==> src/rtl/mul_pipe.sv <==
// mul_pipe: pipelined MUL/MULH/MULHSU/MULHU built on a row-level Wallace (3:2 carry-save) tree.
// Optional MUL_EARLY_OUT_EN: a zero operand accepted into an idle pipe retires after one cycle.
module mul_pipe #(
  parameter int WIDTH  = 32,
  parameter int STAGES = 3
) (
  input  logic             clk,
  input  logic             rst_n,
  input  logic             in_valid,
  output logic             in_ready,
  input  logic [1:0]       op,
  input  logic [WIDTH-1:0] a,
  input  logic [WIDTH-1:0] b,
  output logic             out_valid,
  input  logic             out_ready,
  output logic [WIDTH-1:0] result,
  output logic             busy
);
  localparam int PW  = 2*WIDTH + 2;
  localparam int NPP = WIDTH + 2;
  localparam int HW  = 2*WIDTH;

  typedef logic [NPP-1:0][PW-1:0] rows_t;

  function automatic int count_levels(input int n);
    int m, l;
    m = n;
    l = 0;
    while (m > 2) begin
      m = 2*(m/3) + m%3;
      l++;
    end
    return l;
  endfunction

  localparam int NLEV = count_levels(NPP);

  // Rows of a (WIDTH+1)x(WIDTH+1) signed product; the sign row of b is added as ~A<<W plus 1<<W.
  function automatic rows_t gen_pp(input logic [WIDTH:0] ax, input logic [WIDTH:0] bx);
    rows_t         r;
    logic [PW-1:0] as;
    r  = '0;
    as = {{(PW-WIDTH-1){ax[WIDTH]}}, ax};
    for (int i = 0; i < WIDTH; i++)
      if (bx[i]) r[i] = as << i;
    if (bx[WIDTH]) begin
      r[WIDTH]   = ~as << WIDTH;
      r[WIDTH+1] = PW'(1) << WIDTH;
    end
    return r;
  endfunction

  // Applies tree levels [lo,hi); row counts per level follow from NPP, so layout is stable across stages.
  function automatic rows_t reduce(input rows_t r, input int lo, input int hi);
    rows_t cur, nxt;
    int    n, g, rem;
    cur = r;
    n   = NPP;
    for (int l = 0; l < NLEV; l++) begin
      g   = n / 3;
      rem = n % 3;
      nxt = '0;
      for (int j = 0; j < NPP/3; j++)
        if (j < g) begin
          nxt[2*j]   = cur[3*j] ^ cur[3*j+1] ^ cur[3*j+2];
          nxt[2*j+1] = ((cur[3*j] & cur[3*j+1]) | (cur[3*j] & cur[3*j+2]) |
                        (cur[3*j+1] & cur[3*j+2])) << 1;
        end
      for (int j = 0; j < 2; j++)
        if (j < rem) nxt[2*g+j] = cur[3*g+j];
      if (l >= lo && l < hi) cur = nxt;
      n = 2*g + rem;
    end
    return cur;
  endfunction

  function automatic logic [WIDTH-1:0] tail(input rows_t r, input logic [1:0] o);
    rows_t         fin;
    logic [HW-1:0] p;
    fin = reduce(r, (STAGES-1)*NLEV/STAGES, NLEV);
    p   = HW'(fin[0] + fin[1]);
    return (o == 2'b00) ? p[WIDTH-1:0] : p[HW-1:WIDTH];
  endfunction

  logic              adv, acc, byp;
  logic              a_sx, b_sx;
  logic [WIDTH:0]    ax, bx;
  logic [STAGES:1]   vld_q, vld_d;
  logic [STAGES:0]   vld;
  logic [WIDTH-1:0]  result_q, result_d, res_d;
  rows_t             st_rows [STAGES];
  logic [1:0]        st_op   [STAGES];

  assign a_sx = (op == 2'b01) || (op == 2'b10);
  assign b_sx = (op == 2'b01);
  assign ax   = {a_sx & a[WIDTH-1], a};
  assign bx   = {b_sx & b[WIDTH-1], b};

  assign st_rows[0] = gen_pp(ax, bx);
  assign st_op[0]   = op;

  for (genvar k = 0; k < STAGES-1; k++) begin : g_stage
    localparam int LO = k*NLEV/STAGES;
    localparam int HI = (k+1)*NLEV/STAGES;
    rows_t      rows_q;
    logic [1:0] op_q;
    always_ff @(posedge clk) begin
      if (adv) begin
        rows_q <= reduce(st_rows[k], LO, HI);
        op_q   <= st_op[k];
      end
    end
    assign st_rows[k+1] = rows_q;
    assign st_op[k+1]   = op_q;
  end

  assign res_d = tail(st_rows[STAGES-1], st_op[STAGES-1]);

  assign out_valid = vld[STAGES];
  assign adv       = !out_valid || out_ready;
  assign in_ready  = adv;
  assign acc       = in_valid && adv;
  assign busy      = |vld_q;
  assign result    = result_q;

`ifdef MUL_EARLY_OUT_EN
  assign byp = acc && !busy && (a == '0 || b == '0);
`else
  assign byp = 1'b0;
`endif

  assign vld = {vld_q, acc && !byp};

  always_comb begin
    vld_d    = vld_q;
    result_d = result_q;
    if (adv) begin
      vld_d         = vld[STAGES-1:0];
      vld_d[STAGES] = vld[STAGES-1] | byp;
      result_d      = vld[STAGES-1] ? res_d : '0;
    end
  end

  always_ff @(posedge clk) begin
    if (!rst_n) begin
      vld_q    <= '0;
      result_q <= '0;
    end else begin
      vld_q    <= vld_d;
      result_q <= result_d;
    end
  end
endmodule

==> config.mk <==
export PLATFORM = sky130hd
export DESIGN_NAME = mul_pipe
export DESIGN_NICKNAME = d
export VERILOG_FILES = /design/src/rtl/mul_pipe.sv
export SDC_FILE = /design/constraint.sdc
export NUM_CORES = 2
export LEC_CHECK = 0
export ABC_AREA = 0
export CELL_PAD_IN_SITES_DETAIL_PLACEMENT = 1
export CELL_PAD_IN_SITES_GLOBAL_PLACEMENT = 2
export CORE_AREA = 2 2 504 256
export CTS_BUF_LIST = sky130_fd_sc_hd__clkbuf_2 sky130_fd_sc_hd__clkbuf_4 sky130_fd_sc_hd__clkbuf_8
export CTS_CLUSTER_DIAMETER = 200
export CTS_CLUSTER_SIZE = 20
export DETAILED_ROUTE_END_ITERATION = 7
export DIE_AREA = 0 0 506 258
export PLACE_DENSITY = 0.85
export SETUP_SLACK_MARGIN = 0.2
export SYNTH_ARGS = -nofsm -noshare
export SYNTH_HDL_FRONTEND = slang
export SYNTH_SLANG_ARGS = --single-unit
==> constraint.sdc <==
create_clock -name clk -period 80.4 [get_ports clk]
set_input_delay 16.08 -clock clk [delete_from_list [all_inputs] [get_ports clk]]
set_output_delay 16.08 -clock clk [all_outputs]
set_load 0.05 [all_outputs]
# Yosys cells after proc, flatten, opt, wreduce, memory -nomap -nowiden
# Cells that the tools add are included.
[totals]
reg_bits = 1467
inputBits = 70
elab_cells = 300
[classes]
n_addsub = 1
eq_ne = 2
mux = 38
bitwise_logic = 227
n_reduce_logical = 6
[op_table]
columns = ["operator", "n"]
rows = [
  ["$and 65x65->65", 78],
  ["$xor 66x66->66", 52],
  ["$or 65x65->65", 52],
  ["$mux 66", 32],
  ["$mux 1516", 1],
  ["$and 63x63->63", 18],
  ["$xor 64x64->64", 12],
  ["$or 63x63->63", 12],
  ["$mux 724", 1],
  ["$mux 526", 1],
  ["$mux 99", 1],
  ["$add 64x64->64", 1],
  ["$mux 32", 2],
  ["$not 34->34", 1],
  ["$reduce_or 3->1", 1],
  ["$and 1x1->1", 2],
  ["$eq 2x1->1 const B", 1],
  ["$eq 2x2->1 const B", 1],
  ["$logic_not 2->1", 1],
  ["$logic_or 1x1->1", 2],
  ["$logic_and 1x1->1", 1],
  ["$logic_not 1->1", 1],
]

# Longest topological paths before layout
[logic_depth]
ltp_word = 12
ltp_mapped = 18
depth_no_buf = 18

# Least setup slack after synthesis
# OpenSTA, ideal clock, no wires.
[synth_path]
kind = "input -> output"
startpoint = "input port out_ready"
endpoint = "output port in_ready"
t_arrival_ns = 31.607
required_ns = 64.320
slack_ns = 32.713
cell_stages = 2
path_buffers = 0
cell_sequence = "nor2b_1 inv_1"
[synth_via]
elab_chain_len = 1
[synth_rtl]
columns = ["item", "line_no", "text"]
rows = [
  ["start, declared", "15", "input logic out_ready,"],
  ["$logic_or 1x1->1", "120", "assign adv = !out_valid || out_ready;"],
  ["end, declared", "10", "output logic in_ready,"],
]
# Every way passes these cells.

# Worst setup path after layout
# Ends and elaborated chain as after synthesis.

==> out/qor.csv <==
metric;value;unit
r2r_start;g_stage[1].rows_q[23]$_DFFE_PN_;
finalSetupTns;0;ps
drv_slew;0;
grt_overflow;0;
hold_path.class;flip-flop to flip-flop;
rows;93;
min_to;g_stage[1].op_q[1]$_DFFE_PN_;
tritoncts;yes;
fmax;29.3;MHz
hold_buffers;0;
initial_core_util;49.4;%
rr_worst_depth;16;
ys_top_cells_by_area;edfxtp_1 38%, fa_1 35%, and2_1 7.0%, inv_1 6.6%, ha_1 3.7%;
htreeDepth;2;
async_flop_share;0;%
setup_viol;0;
core;127000;um^2
drive_gt1_share;3.94;%
maxCapViolCount;0;
path_delay_family;buffers and inverters;
arrival;18100;ps
avgSynthCellArea;12.5;um^2
first_pass_iters;6;
whs_path_depth;0;
cts-root-buf;clkbuf_8;
yosysUniqueCellTypes;78;
track_usage;28.8;%
critPathMostFrequentCell;clkdlybuf4s50_1;
yosysMostFrequentCell;fa_1;
wire_per_inst;27.4;um
hpwl;137;mm
area_delta_synth_final;5.24;%
clk_pin_slew;150;ps
post_cts.repair.setup_buffers;0;
dr.first_iter.drc_count;4056;
syn_area;62700;um^2
clk-insertion-delay-late;800;ps
yosysTopAreaCell;edfxtp_1;
required;64320;ps
grt_max_degree;183;
ys_ff_latch;818;
cts.sinks;818;
slowest_stage;clkdlybuf4s50_1;
critPathMaxStageDelay;890;ps
r2r_slack;75450;ps
crit_buf_inv;4;
path_class;input port to output port;
relSlewSlack;19.6;%
num_vias;37000;
skew;46.6;ps
crit_fanout;41;
final_nets;6339;
ys.flop_type;edfxtp_1;
grt_antenna_before_repair;16;
ys_top_cells_by_count;1103 x fa_1, 1095 x inv_1, 783 x edfxtp_1;
numCtsBuffers;46;
synth_top_area_share;37.5;%
clockBufferDepth;3;
synthCells;5011;
outcome;finished clean;
totalWireLength;184;mm
drcViolationCount;0;
die_area;131000;um^2
r2r-end;result[24]$_SDFFE_PN0N_;
rsz0062_at_grt;false;
numPortBuffers;104;
cp-start-kind;input port;
worstPathCellList;clkdlybuf4s50_1 -> nor2b_2 -> buf_4 -> inv_8 -> clkdlybuf4s50_1;
synth-edff-count;783;
finalCriticalPeriod;34180;ps
place_congestion;0.858;
ioPinCount;105;
yosys_warnings;0;
hold_start;g_stage[0].op_q[1]$_DFFE_PN_;
routed_via_density;5.51;
grt_pass1_wl;272;mm
post-route-period-util;42.5;%
post_cts_resized;0;
die_h;258;um
synth_seq_area_share;38.6;%
synth_nets;6371;
end_kind;output port;
grt_pass1_vias;40200;
ant_nets;0;
die_w;506;um
timing_hold_violations_final;0;
worstMarginPinSlew;1210;ps
routing by layer:
metal | vias up | global-route usage (%) | share of wire [%]
met5 | - | 0 | 0.0071
met4 | 2 | 3.11 | 0.94
met3 | 117 | 10.0 | 13
met2 | 1662 | 37.4 | 38
met1 | 20100 | 47.3 | 48
li1 | 15100 | - | -
flip-flops by register name, summed over array words and instances, names as in the netlist:
name and flops:
g_stage.op_q 4, vld_q 3, g_stage.rows_q 779, result 32
per-stage QoR:
step / cells / hold WS (ps) / setup WS (ps) / util, % / area, um^2
CTS: 6710 / 440 / 46220 / 52.0 / 66000
floorplan: 5011 / 400 / 32710 / - / 62700
detailed placement: 6641 / 406 / 46230 / 51.4 / 65200
global placement: 6641 / 404 / 46220 / 51.4 / 65200
finish: 6716 / 439 / 46220 / 52.0 / 66000
global route: 6712 / 446 / 46180 / 52.0 / 66000
worst reg2reg max path: cells and delay by family, from the launching register on:
kind | cells | cell delay [ps]
flip-flops | 1 | 440
AND/OR/NAND/NOR | 1 | 50
buffers and inverters | 2 | 130
adder cells (fa/ha/maj) | 4 | 1870
AO/OA/AOI/OAI | 9 | 2400
cells by family (layout without fill, tap and decap cells):
group,count (synthesis),after routing,share of synthesized area (%)
buffers and inverters,1326,1315,8.12
flip-flops,818,818,38.6
other,0,6,0
adder cells (fa/ha/maj),1290,1290,39.0
AND/OR/NAND/NOR,1276,1276,10.8
XOR/XNOR,57,57,0.796
AO/OA/AOI/OAI,241,241,2.61
multiplexers,3,3,0.0559
layout by cell type (no fill, tap or decap), drive strengths merged, types with 5 or more instances in the layout:
cell              n
fa             1103
nor2             44
a21oi            60
clkdlybuf4s50    77
dfxtp            35
a22o              8
nor3              8
clkbuf           67
nand3            12
o21ai            57
xnor2            33
a31oi            13
inv            1095
nand2b            5
a21o             27
nor2b             8
or2              34
nand4            21
or3               5
a22oi             8
diode             6
a211oi            8
a222oi            6
o21bai           11
nand2           426
buf              74
o211ai            5
and2            701
o21a              8
ha              187
xor2             24
edfxtp          783
how the worst max path moves through the flow:
stage                     startpoint  slack, ps       end  cells past startpoint
after floorplan            out_ready      32710  in_ready                      2
after global placement     out_ready      46220  in_ready                      5
final                      out_ready      46220  in_ready                      5
after detailed placement   out_ready      46230  in_ready                      5
after CTS                  out_ready      46220  in_ready                      5
after global routing       out_ready      46180  in_ready                      5
final cells by class:
class	instances	area [um^2]
diodes	6	15.0
inverters	1095	4120
fillers	12900	60900
clock inverters	2	11.3
clock buffers	67	797
multi-input cells	2867	33400
well taps	1710	2140
repair buffers	151	1280
flip-flops and latches	818	24200
Power is not shown: default switching activity piles up to over one toggle a cycle in this logic, so the estimate is an artifact.
